[config.mk]
export PLATFORM = sky130hd
export DESIGN_NAME = clock_ratio_scheduler
export DESIGN_NICKNAME = d
export VERILOG_FILES = /design/src/rtl/clock_ratio_scheduler.sv
export SDC_FILE = /design/constraint.sdc
export NUM_CORES = 1
export LEC_CHECK = 0
export BUFFER_PORTS_ARGS = -buffer_cell sky130_fd_sc_hd__buf_4
export CORE_ASPECT_RATIO = 1.1
export CORE_MARGIN = 3
export CORE_UTILIZATION = 40
export DETAILED_ROUTE_END_ITERATION = 8
export PLACE_DENSITY = 0.62
export REMOVE_ABC_BUFFERS = 1
export SETUP_SLACK_MARGIN = 0.05
export SLEW_MARGIN = 20
export SYNTH_ARGS = -nofsm -noshare
export SYNTH_HDL_FRONTEND = slang
export SYNTH_SLANG_ARGS = --single-unit
[constraint.sdc]
create_clock -name aclk -period 6.66 [get_ports aclk]
set_clock_uncertainty 0.2 [all_clocks]
set_input_delay 1.332 -clock aclk [delete_from_list [all_inputs] [get_ports aclk]]
set_output_delay 1.332 -clock aclk [all_outputs]
set_load 0.02 [all_outputs]
[src/rtl/clock_ratio_scheduler.sv]
// clock_ratio_scheduler
// Time-shares one saturating tick counter across NUM_CH monitored clocks.
// For each channel in turn it settles for WARMUP cycles and counts ch_tick
// over WINDOW cycles. It then compares the count with exp_cnt within +/-tol
// and records a pass flag.
// Ports:
//   aclk, rst        clock, synchronous active-high reset
//   start            one-cycle pulse, begins a sweep when idle or done
//   ch_tick          per-channel edge pulses, aclk-synchronous
//   exp_cnt, tol     expected ticks per window (ch i at [i*CNT_W+:CNT_W]), tolerance
//   busy, done       sweep in progress / sweep complete (level)
//   same             per-channel pass flags of the last sweep
//   meas_valid       one-cycle strobe per COMPARE cycle with meas_ch/meas_cnt
module clock_ratio_scheduler #(
    parameter int unsigned NUM_CH = 4,
    parameter int unsigned CNT_W  = 16,
    parameter int unsigned WARMUP = 100,
    parameter int unsigned WINDOW = 1024
) (
    input  logic                                        aclk,
    input  logic                                        rst,
    input  logic                                        start,
    input  logic [NUM_CH-1:0]                           ch_tick,
    input  logic [NUM_CH*CNT_W-1:0]                     exp_cnt,
    input  logic [CNT_W-1:0]                            tol,
    output logic                                        busy,
    output logic                                        done,
    output logic [NUM_CH-1:0]                           same,
    output logic                                        meas_valid,
    output logic [(NUM_CH > 1 ? $clog2(NUM_CH) : 1)-1:0] meas_ch,
    output logic [CNT_W-1:0]                            meas_cnt
);

    localparam int unsigned CH_W   = (NUM_CH > 1) ? $clog2(NUM_CH) : 1;
    localparam int unsigned TMR_MX = (WARMUP > WINDOW) ? WARMUP : WINDOW;
    localparam int unsigned TMR_W  = $clog2(TMR_MX + 1);

    typedef enum logic [2:0] {
        IDLE    = 3'd0,
        SETTLE  = 3'd1,
        MEASURE = 3'd2,
        COMPARE = 3'd3,
        DONE    = 3'd4
    } state_e;

    state_e             state_q, state_d;
    logic [CH_W-1:0]    ch_q, ch_d;
    logic [TMR_W-1:0]   tmr_q, tmr_d;
    logic [CNT_W-1:0]   cnt_q, cnt_d;
    logic [NUM_CH-1:0]  same_q, same_d;
    logic               busy_q, busy_d;
    logic               done_q, done_d;
    logic               meas_valid_q, meas_valid_d;
    logic [CH_W-1:0]    meas_ch_q, meas_ch_d;
    logic [CNT_W-1:0]   meas_cnt_q, meas_cnt_d;

    // Tolerance check of the final count (held in cnt_q during COMPARE)
    logic [CNT_W-1:0]   exp_sel_c;
    logic [CNT_W:0]     diff_c;
    logic               pass_c;

    assign exp_sel_c = exp_cnt[int'(ch_q)*CNT_W +: CNT_W];
    assign diff_c    = (cnt_q >= exp_sel_c) ? ({1'b0, cnt_q} - {1'b0, exp_sel_c})
                                            : ({1'b0, exp_sel_c} - {1'b0, cnt_q});
    assign pass_c    = (diff_c <= {1'b0, tol});

    // Next-state and registered-output logic
    always_comb begin
        state_d      = state_q;
        ch_d         = ch_q;
        tmr_d        = tmr_q;
        cnt_d        = cnt_q;
        same_d       = same_q;
        meas_valid_d = 1'b0;
        meas_ch_d    = meas_ch_q;
        meas_cnt_d   = meas_cnt_q;

        unique case (state_q)
            IDLE, DONE: begin
                if (start) begin
                    state_d = SETTLE;
                    ch_d    = '0;
                    tmr_d   = '0;
                    cnt_d   = '0;
                    same_d  = '0;
                end
            end
            SETTLE: begin
                cnt_d = '0;
                if (tmr_q == TMR_W'(WARMUP - 1)) begin
                    state_d = MEASURE;
                    tmr_d   = '0;
                end else begin
                    tmr_d = tmr_q + 1'b1;
                end
            end
            MEASURE: begin
                // Saturating count; the last window cycle's tick is included
                if (ch_tick[ch_q] && (cnt_q != {CNT_W{1'b1}})) begin
                    cnt_d = cnt_q + 1'b1;
                end
                if (tmr_q == TMR_W'(WINDOW - 1)) begin
                    state_d      = COMPARE;
                    tmr_d        = '0;
                    meas_valid_d = 1'b1;
                    meas_ch_d    = ch_q;
                    meas_cnt_d   = cnt_d;
                end else begin
                    tmr_d = tmr_q + 1'b1;
                end
            end
            COMPARE: begin
                same_d[ch_q] = pass_c;
                if (ch_q == CH_W'(NUM_CH - 1)) begin
                    state_d = DONE;
                end else begin
                    ch_d    = ch_q + 1'b1;
                    state_d = SETTLE;
                end
            end
            default: state_d = IDLE;
        endcase

        busy_d = (state_d == SETTLE) || (state_d == MEASURE) || (state_d == COMPARE);
        done_d = (state_d == DONE);
    end

    // State and output registers
    always_ff @(posedge aclk) begin
        if (rst) begin
            state_q      <= IDLE;
            ch_q         <= '0;
            tmr_q        <= '0;
            cnt_q        <= '0;
            same_q       <= '0;
            busy_q       <= 1'b0;
            done_q       <= 1'b0;
            meas_valid_q <= 1'b0;
            meas_ch_q    <= '0;
            meas_cnt_q   <= '0;
        end else begin
            state_q      <= state_d;
            ch_q         <= ch_d;
            tmr_q        <= tmr_d;
            cnt_q        <= cnt_d;
            same_q       <= same_d;
            busy_q       <= busy_d;
            done_q       <= done_d;
            meas_valid_q <= meas_valid_d;
            meas_ch_q    <= meas_ch_d;
            meas_cnt_q   <= meas_cnt_d;
        end
    end

    assign busy       = busy_q;
    assign done       = done_q;
    assign same       = same_q;
    assign meas_valid = meas_valid_q;
    assign meas_ch    = meas_ch_q;
    assign meas_cnt   = meas_cnt_q;

endmodule

==> impl_metrics.json, run 1 <==
{
  "mappedNetlistArea_um2": 5151,
  "initial_core_util_pct": 41.89,
  "grt_usage_pct": 20.77,
  "grt_pass1_wl_um": 24450,
  "finalCritPeriodShare_pct": 90.46,
  "leakagePower_nw": 2.706,
  "cp-start-kind": "input pin",
  "final_cell_mix": "119 x buf_4, 75 x nor2_1, 61 x inv_1",
  "min_period_ns": 6.024,
  "finalSetupViolCount": 0,
  "cts_tree": "yes",
  "seq_area_um2": 1141,
  "diodes": 0,
  "synthToLayoutAreaGrowth_pct": 23.51,
  "dr.pass1.iters": 5,
  "routedWlPerCell_um": 16.69,
  "synthCells": 631,
  "fmax_mhz": 166.0,
  "drcViolationCount": 0,
  "critPathKind": "input pin to register",
  "vdd_drop_max_v": 0.0002255,
  "rows": 42,
  "fp.dieArea_um2": 14280,
  "io_pins": 112,
  "cts_made_buffers": 9,
  "clock_latency_ns": 0.33,
  "die_y_um": 125.0,
  "synth-main-ff-cell": "dfxtp_1",
  "hold_viol": 0,
  "cts_sinks": 57,
  "ys_warn_count": 0,
  "final_nets": 866,
  "antenna_found_initial": 0,
  "ys_seq_area_share_pct": 22.15,
  "routed_wl_um": 14720,
  "fin_ws_ns": 0.6356,
  "cts_hold_buf": 0,
  "gr-total-overflow": 0,
  "finalWeightedCongestion": 0.8880,
  "hold_path_class": "register to register",
  "fin_setup_tns_ns": 0,
  "async_reset_ff_share_pct": 0,
  "fillCellCount": 1205,
  "max_cap_viol_count": 0,
  "coreArea_um2": 12300,
  "end_kind": "register",
  "drive_gt1_share_pct": 25.00,
  "tightest_slew_ns": 0.8993,
  "clk_pin_slew_ns": 0.05,
  "synth_cell_types": 69,
  "relSlewSlack_pct": 39.82,
  "die_w_um": 114.2,
  "cp.arrival_ns": 6.03,
  "status": "completed",
  "ant_nets": 0,
  "post_cts_buffers": 0,
  "power.density_nw_per_um2": 153.1,
  "ctsResizeCount": 0,
  "final_common_cell": "buf_4",
  "hpwl_um": 11660,
  "drv_slew": 0,
  "cts_buffer_depth": 2,
  "synth_area_leaders": "dfxtp_1 22%, ha_1 13%, mux4_2 7.4%, nor2_1 5.5%, xnor2_1 4.8%",
  "grt_pass1_vias": 5061,
  "dr_total_vias": 4925,
  "synth-seq-cells": 57,
  "synth_top_cell_by_area": "dfxtp_1",
  "cp_data_required_time_ns": 6.66,
  "cts_max_level": 3,
  "syn_area_per_cell_um2": 8.164,
  "place_worst_setup_slack_ns": 0.3304,
  "grt_setup_unrepaired": "false",
  "yosysTopAreaCellShare_pct": 22.15,
  "cts_root_buf": "clkbuf_16",
  "routed_via_density": 5.584,
  "grt_start_max_net_pins": 54,
  "io_buffers": 111,
  "drt_iter0_drc": 283,
  "multi_input_area_um2": 3610,
  "worst-path-max-fanout": 14,
  "synth-edff-count": 0
}
==> worst paths after layout <==
check	slack, ns	depth (start not counted)	start	to
min	0.28	2	meas_ch[0]$_SDFFE_PP0P_	meas_ch[0]$_SDFFE_PP0P_
min reg2reg	0.28	2	meas_ch[0]$_SDFFE_PP0P_	meas_ch[0]$_SDFFE_PP0P_
max	0.64	21	exp_cnt[56]	same[2]$_SDFFE_PP0P_
max reg2reg	0.66	21	ch_q[0]$_SDFFE_PP0P_	same[2]$_SDFFE_PP0P_
==> cell families after synthesis <==
| kind of cell | share of synthesized area (%) |
|---|---|
| buffers and inverters | 7.870 |
| muxes | 9.643 |
| and+or+nand+nor | 19.04 |
| DFF | 22.15 |
| adders and majority gates | 13.89 |
| xor gates and xnor gates | 6.461 |
| AOI/OAI and AO/OA | 20.94 |
==> metrics by stage <==
step	util [%]	instance area [um^2]	power [mW]	instances	hold WS, ns
CTS	51.74	6362	0.9802	882	0.2716
global route	51.74	6362	1.020	882	0.2947
finish	51.74	6362	0.9739	882	0.2776
floorplan	-	4975	0.4551	593	0.2933
global placement	49.33	6066	0.5245	866	0.2530
detailed placement	49.33	6066	0.5293	866	0.2594
==> synthesized netlist by cell type (3+ instances only) <==
cell / number
mux2_2: 3
buf_2: 7
mux2i_1: 8
clkbuf_1: 21
nor4_1: 3
a22oi_1: 7
nand2b_1: 4
nand3_1: 18
a31oi_1: 4
nor2b_1: 8
mux4_2: 17
xnor2_1: 28
inv_1: 61
nor2_1: 75
a21o_2: 3
a211oi_1: 21
a21o_1: 16
a311oi_1: 3
o41ai_1: 4
xor2_1: 10
nor3_1: 12
a21oi_1: 46
nand4_1: 13
dfxtp_1: 57
o21a_1: 3
nand2_1: 37
and3_1: 6
buf_4: 6
o21ai_0: 21
ha_1: 54
o21bai_1: 4
==> flip-flops by register name, indices dropped and copies added, names as in the netlist <==
signal,cells
meas_ch,2
tmr_q,11
done,1
same,4
state_q,3
ch_q,2
meas_valid,1
cnt_q,16
busy,1
meas_cnt,16
==> power breakdown <==
| part | leakage [nW] | switching, mW | internal, mW |
|---|---|---|---|
| Combinational | 2.10 | 0.0883 | 0.0894 |
| Sequential | 0.460 | 0.00222 | 0.344 |
| Clock | 0.148 | 0.154 | 0.296 |
==> critical path: stages <==
cell,delay (ns)
buf_4,0.11
mux4_2,0.50
ha_1,0.51
and4_4,0.29
nor2b_4,0.18
a31o_2,0.20
a21oi_2,0.06
o31ai_4,0.10
buf_4,0.28
a211oi_1,0.07
a21oi_1,0.31
a21oi_1,0.16
xnor2_1,0.22
ha_1,0.28
nor2b_1,0.14
o21ai_0,0.15
nand2b_1,0.07
a221o_1,0.34
a21oi_1,0.14
a21oi_1,0.12
o41ai_1,0.44
==> per-layer routing <==
layer  up-vias  share of wire, %  global-route usage (%)
li1       2432                 -                       -
met1      2346                44                   26.31
met2       124                50                   36.01
met3        23               4.6                   3.335
met4         0               1.8                   6.289
met5         -                 0                       0
==> final cells by class <==
type                            instances  share of cell area, %
Clock buffer                           10                  3.756
Clock inverter                          6                 0.9046
Sequential cell                        57                  17.94
Multi-Input combinational cell        475                  56.74
Tap cell                              154                  3.029
Inverter                               61                  3.599
Timing Repair Buffer                  119                  14.04
No activity file was read; power rests on OpenSTA's default activity.
==> run 2: changes to the inputs <==
--- a/config.mk
+++ b/config.mk
@@ -10,7 +10,6 @@
 export CORE_MARGIN = 3
 export CORE_UTILIZATION = 40
 export DETAILED_ROUTE_END_ITERATION = 8
-export PLACE_DENSITY = 0.62
 export REMOVE_ABC_BUFFERS = 1
 export SETUP_SLACK_MARGIN = 0.05
 export SLEW_MARGIN = 20
==> impl_metrics.json, run 2 (synthesis results as in run 1) <==
{
  "cp-start-kind": "input pin",
  "clk_pin_slew_ns": 0.05,
  "r2r_start": "ch_q[0]$_SDFFE_PP0P_",
  "place_worst_setup_slack_ns": 0.3405,
  "grt_usage_pct": 20.41,
  "dp.cells": 867,
  "path_delay_family": "compound AO/OA/AOI/OAI gates",
  "drt_iter0_drc": 329,
  "post_cts_buffers": 0,
  "holdCritStartpoint": "meas_ch[1]$_SDFFE_PP0P_",
  "tightest_slew_ns": 0.8591,
  "worst-path-max-fanout": 14,
  "seq_area_um2": 1141,
  "drv_slew": 0,
  "cts_tree": "yes",
  "pwr-share-seq_pct": 37.4,
  "path_cells": "buf_4 -> mux4_2 -> ha_1 -> a21o_1 -> a21oi_1 -> nor2b_1 -> a311oi_4 -> o31ai_4 -> buf_4 -> nand3_1 -> o211ai_1 -> a31oi_1 -> xnor2_1 -> ha_1 -> a21o_1 -> a21oi_1 -> nor2b_1 -> o21ai_0 -> nand2b_1 -> a221o_1 -> a21oi_1 -> a21oi_1 -> o41ai_1",
  "die_w_um": 114.2,
  "pwr-share-clk_pct": 43.3,
  "fin_setup_tns_ns": 0,
  "ant_nets": 0,
  "synthToLayoutAreaGrowth_pct": 22.90,
  "finalWeightedCongestion": 0.9519,
  "grt_start_max_net_pins": 54,
  "coreArea_um2": 12300,
  "finish.utilization_pct": 51.49,
  "end_kind": "register",
  "routedWlPerCell_um": 16.49,
  "multi_input_area_um2": 3610,
  "min_period_ns": 6.031,
  "fin_ws_ns": 0.6286,
  "fmax_mhz": 165.8,
  "worst-r2r-setup-slack_ns": 0.79,
  "place_area_um2": 6073,
  "routed_wl_um": 14540,
  "cts_max_level": 3,
  "cpMostUsedCell": "a21oi_1",
  "worstReg2RegEnd": "same[1]$_SDFFE_PP0P_",
  "finalInstanceArea_um2": 6331,
  "crit_path_max_incr_delay_ns": 0.49,
  "diodes": 0,
  "swShare_pct": 25.08,
  "critPathKind": "input pin to register",
  "initial_core_util_pct": 41.89,
  "vdd_drop_max_v": 0.0001481,
  "cts_made_buffers": 9,
  "clock_latency_ns": 0.33,
  "io_pins": 112,
  "hold-worst-slack_ns": 0.2625,
  "grt_pass1_vias": 4846,
  "crit_cells": 23,
  "rows": 42,
  "p_comb_share_pct": 19.2,
  "cp_num_buf_inv": 2,
  "cts_hold_buf": 0,
  "switchingPower_uw": 232.1,
  "dr.pass1.iters": 5,
  "die_y_um": 125.0,
  "ctsResizeCount": 0,
  "crit_path_end": "same[1]$_SDFFE_PP0P_",
  "routed_via_density": 5.495,
  "gr-total-overflow": 0,
  "reg2regPathDepth": 23,
  "cell_internal_pwr_uw": 693.2,
  "cp_data_required_time_ns": 6.68,
  "relSlewSlack_pct": 42.52,
  "fillCellCount": 1167,
  "antenna_found_initial": 0,
  "cp.arrival_ns": 6.05,
  "finalCritPeriodShare_pct": 90.56,
  "final_cells": 882,
  "power_uw": 925.3,
  "finalSetupViolCount": 0,
  "hold_viol": 0,
  "drive_gt1_share_pct": 24.31,
  "max_cap_viol_count": 0,
  "grt_pass1_wl_um": 23890,
  "hold_path_class": "register to register",
  "crit_start": "exp_cnt[54]",
  "final_common_cell": "buf_4",
  "slowest_stage": "mux4_2",
  "dr_total_vias": 4847,
  "leakagePower_nw": 2.687,
  "final_nets": 867,
  "cts_buffer_depth": 2,
  "final_cell_mix": "120 x buf_4, 75 x nor2_1, 61 x inv_1",
  "hpwl_um": 11550,
  "cts_root_buf": "clkbuf_16",
  "status": "completed",
  "cts_sinks": 57,
  "grt_setup_unrepaired": "false",
  "io_buffers": 111,
  "fp.dieArea_um2": 14280,
  "drcViolationCount": 0,
  "power.density_nw_per_um2": 146.1
}
-- run 2: changes by cell type in the layout (fill, tap and decap cells not counted), sizes merged --
cell / previous run / this run
clkinvlp: 1 / 0
bufinv: 1 / 0
clkbuf: 10 / 15
clkinv: 4 / 0
buf: 119 / 120
-- run 2: tightest hold or removal path, delay by kind of cell (launching register included) --
| family | cells | cell delay (ns) |
|---|---|---|
| AO/OA/AOI/OAI | 1 | 0.05 |
| flip-flops | 1 | 0.31 |
| AND/OR/NAND/NOR | 1 | 0.05 |
-- run 2: layout make-up --
cell class,instances,share of cell area [%]
multi-input cells,475,57.02
inverters,61,3.617
flip-flops and latches,57,18.02
repair buffers,120,14.23
well taps,154,3.043
clock buffers,15,4.071
-- run 2: metal layers --
layer	global-route usage (%)	share of wire, %	wire [um]	vias to the layer above
li1	-	-	-	2426
met5	0	0	0	-
met4	7.198	1.7	240	0
met1	26.91	44	6367	2260
met2	34.22	49	7164	140
met3	2.513	5.3	771	21
-- run 2: how the worst min path moves through the flow --
stage	cells past startpoint	slack, ns	end
after floorplan	2	0.29	tmr_q[8]$_SDFFE_PP0P_
after global placement	2	0.25	meas_ch[1]$_SDFFE_PP0P_
after detailed placement	2	0.26	meas_ch[1]$_SDFFE_PP0P_
after CTS	2	0.27	meas_ch[1]$_SDFFE_PP0P_
after global routing	2	0.30	meas_ch[1]$_SDFFE_PP0P_
final	2	0.26	meas_ch[1]$_SDFFE_PP0P_
-- run 2: power groups by stage --
| stage | registers (mW) | logic [mW] | clock network (mW) |
|---|---|---|---|
| after floorplan | 0.353 | 0.102 | 0 |
| after global placement | 0.353 | 0.173 | 0 |
| after detailed placement | 0.353 | 0.178 | 0 |
| after CTS | 0.346 | 0.178 | 0.412 |
| after global routing | 0.346 | 0.199 | 0.421 |
| final | 0.346 | 0.178 | 0.401 |
==> run 3: changes to the inputs <==
--- a/config.mk
+++ b/config.mk
@@ -5,11 +5,12 @@
 export SDC_FILE = /design/constraint.sdc
 export NUM_CORES = 1
 export LEC_CHECK = 0
-export BUFFER_PORTS_ARGS = -buffer_cell sky130_fd_sc_hd__buf_4
+export BUFFER_PORTS_ARGS = -buffer_cell sky130_fd_sc_hd__buf_2
 export CORE_ASPECT_RATIO = 1.1
-export CORE_MARGIN = 3
-export CORE_UTILIZATION = 40
+export CORE_MARGIN = 1.5
+export CORE_UTILIZATION = 56
 export DETAILED_ROUTE_END_ITERATION = 8
+export PLACE_DENSITY = 0.82
 export REMOVE_ABC_BUFFERS = 1
 export SETUP_SLACK_MARGIN = 0.05
 export SLEW_MARGIN = 20
==> impl_metrics.json, run 3 (synthesis results as in run 1) <==
{
  "grt_pass1_vias": 4961,
  "die_w_um": 94.45,
  "dp.cells": 826,
  "ant_nets": 0,
  "routed_via_density": 5.909,
  "dr.pass1.iters": 5,
  "cts_made_buffers": 9,
  "cts_max_level": 3,
  "final_common_cell": "buf_2",
  "fmax_mhz": 165.7,
  "io_buffers": 111,
  "rows": 36,
  "final_nets": 866,
  "fillCellCount": 767,
  "power.density_nw_per_um2": 134.8,
  "cts_hold_buf": 0,
  "min_period_ns": 6.037,
  "path_delay_family": "compound AO/OA/AOI/OAI gates",
  "finalWeightedCongestion": 0.9733,
  "grt_pass1_wl_um": 22760,
  "critPathKind": "input pin to register",
  "status": "completed",
  "routed_wl_um": 13650,
  "cts_buffer_depth": 2,
  "max_cap_viol_count": 0,
  "relSlewSlack_pct": 35.42,
  "cpMostUsedCell": "a21oi_1",
  "place_worst_setup_slack_ns": 0.3134,
  "cp-start-kind": "input pin",
  "cts_root_buf": "clkbuf_8",
  "vdd_drop_max_v": 0.0002403,
  "ctsResizeCount": 0,
  "clk_pin_slew_ns": 0.07,
  "initial_core_util_pct": 57.76,
  "finalSetupViolCount": 0,
  "drcViolationCount": 0,
  "io_pins": 112,
  "diodes": 0,
  "cts_tree": "yes",
  "hpwl_um": 10740,
  "fin_ws_ns": 0.6234,
  "cts_sinks": 57,
  "hold_path_class": "register to register",
  "finalCritPeriodShare_pct": 90.64,
  "gr-total-overflow": 0,
  "final_cell_mix": "111 x buf_2, 75 x nor2_1, 61 x inv_1",
  "grt_setup_unrepaired": "false",
  "routedWlPerCell_um": 16.21,
  "coreArea_um2": 8919,
  "post_cts_buffers": 0,
  "grt_usage_pct": 28.90,
  "worst-path-max-fanout": 15,
  "drv_slew": 0,
  "hold_viol": 0,
  "die_y_um": 103.6,
  "synthToLayoutAreaGrowth_pct": 14.91,
  "cp_num_buf_inv": 2,
  "crit_path_max_incr_delay_ns": 0.48,
  "fp.dieArea_um2": 9784,
  "dr_total_vias": 4975,
  "drive_gt1_share_pct": 25.00,
  "path_cells": "buf_2 -> mux4_2 -> ha_1 -> and4_4 -> nor2b_4 -> a31o_2 -> a21oi_2 -> o31ai_4 -> buf_4 -> nand3_1 -> o211ai_1 -> a31oi_1 -> xnor2_1 -> ha_1 -> a21o_1 -> a21oi_1 -> nor2b_1 -> o21ai_0 -> nand2b_1 -> a221o_1 -> a21oi_1 -> a21oi_1 -> o41ai_1",
  "antenna_found_initial": 0,
  "cp.arrival_ns": 6.07,
  "clock_latency_ns": 0.34,
  "leakagePower_nw": 2.567,
  "cp_data_required_time_ns": 6.69,
  "slowest_stage": "mux4_2",
  "final_cells": 842,
  "tightest_slew_ns": 0.9687,
  "grt_start_max_net_pins": 54,
  "fin_setup_tns_ns": 0,
  "end_kind": "register",
  "drt_iter0_drc": 258
}
run 3: final timing paths:
kind / end / from / slack, ns / cells after the start
max: same[1]$_SDFFE_PP0P_ / exp_cnt[59] / 0.62 / 23
max reg2reg: same[1]$_SDFFE_PP0P_ / ch_q[1]$_SDFFE_PP0P_ / 0.85 / 22
min: meas_ch[1]$_SDFFE_PP0P_ / meas_ch[1]$_SDFFE_PP0P_ / 0.26 / 2
min reg2reg: meas_ch[1]$_SDFFE_PP0P_ / meas_ch[1]$_SDFFE_PP0P_ / 0.26 / 2
run 3: cell type report:
class / instances / area [um^2] / area share, %
repair buffers: 119 / 615.6 / 10.40
clock inverters: 6 / 43.79 / 0.7398
clock buffers: 10 / 137.6 / 2.325
flip-flops and latches: 57 / 1141 / 19.28
inverters: 61 / 229.0 / 3.868
multi-input cells: 475 / 3610 / 60.98
well taps: 114 / 142.6 / 2.410
run 3: report_power, final:
part | total [mW] | switching [mW] | internal (mW)
clock | 0.290 | 0.145 | 0.144
sequential | 0.345 | 0.00208 | 0.343
combinational | 0.164 | 0.0882 | 0.0755
total | 0.798 | 0.235 | 0.563
run 3: layer usage:
layer / vias up / global-route usage (%) / share of wire (%)
li1: 2424 / - / -
met1: 2339 / 35.39 / 42
met2: 185 / 50.57 / 51
met3: 27 / 4.919 / 5.4
met4: 0 / 9.275 / 2.2
met5: - / 0 / 0
run 3: stage by stage:
step	hold WS, ns	cell area (um^2)	util (%)	total power [mW]
detailed placement	0.2555	5738	64.34	0.5140
CTS	0.2651	5919	66.37	0.8024
floorplan	0.2933	4975	-	0.4551
finish	0.2617	5919	66.37	0.7981
global placement	0.2436	5738	64.34	0.5077
global route	0.2801	5919	66.37	0.8389
run 3: worst register-to-register path: stages (launching register included):
cell,delay [ns]
dfxtp_1,0.90
mux4_2,0.45
ha_1,0.44
and4_4,0.26
nor2b_4,0.14
a31o_2,0.28
a21oi_2,0.19
o31ai_4,0.12
buf_4,0.21
nand3_1,0.09
o211ai_1,0.11
a31oi_1,0.24
xnor2_1,0.15
ha_1,0.26
a21o_1,0.16
a21oi_1,0.22
nor2b_1,0.07
o21ai_0,0.15
nand2b_1,0.07
a221o_1,0.34
a21oi_1,0.14
a21oi_1,0.12
o41ai_1,0.40
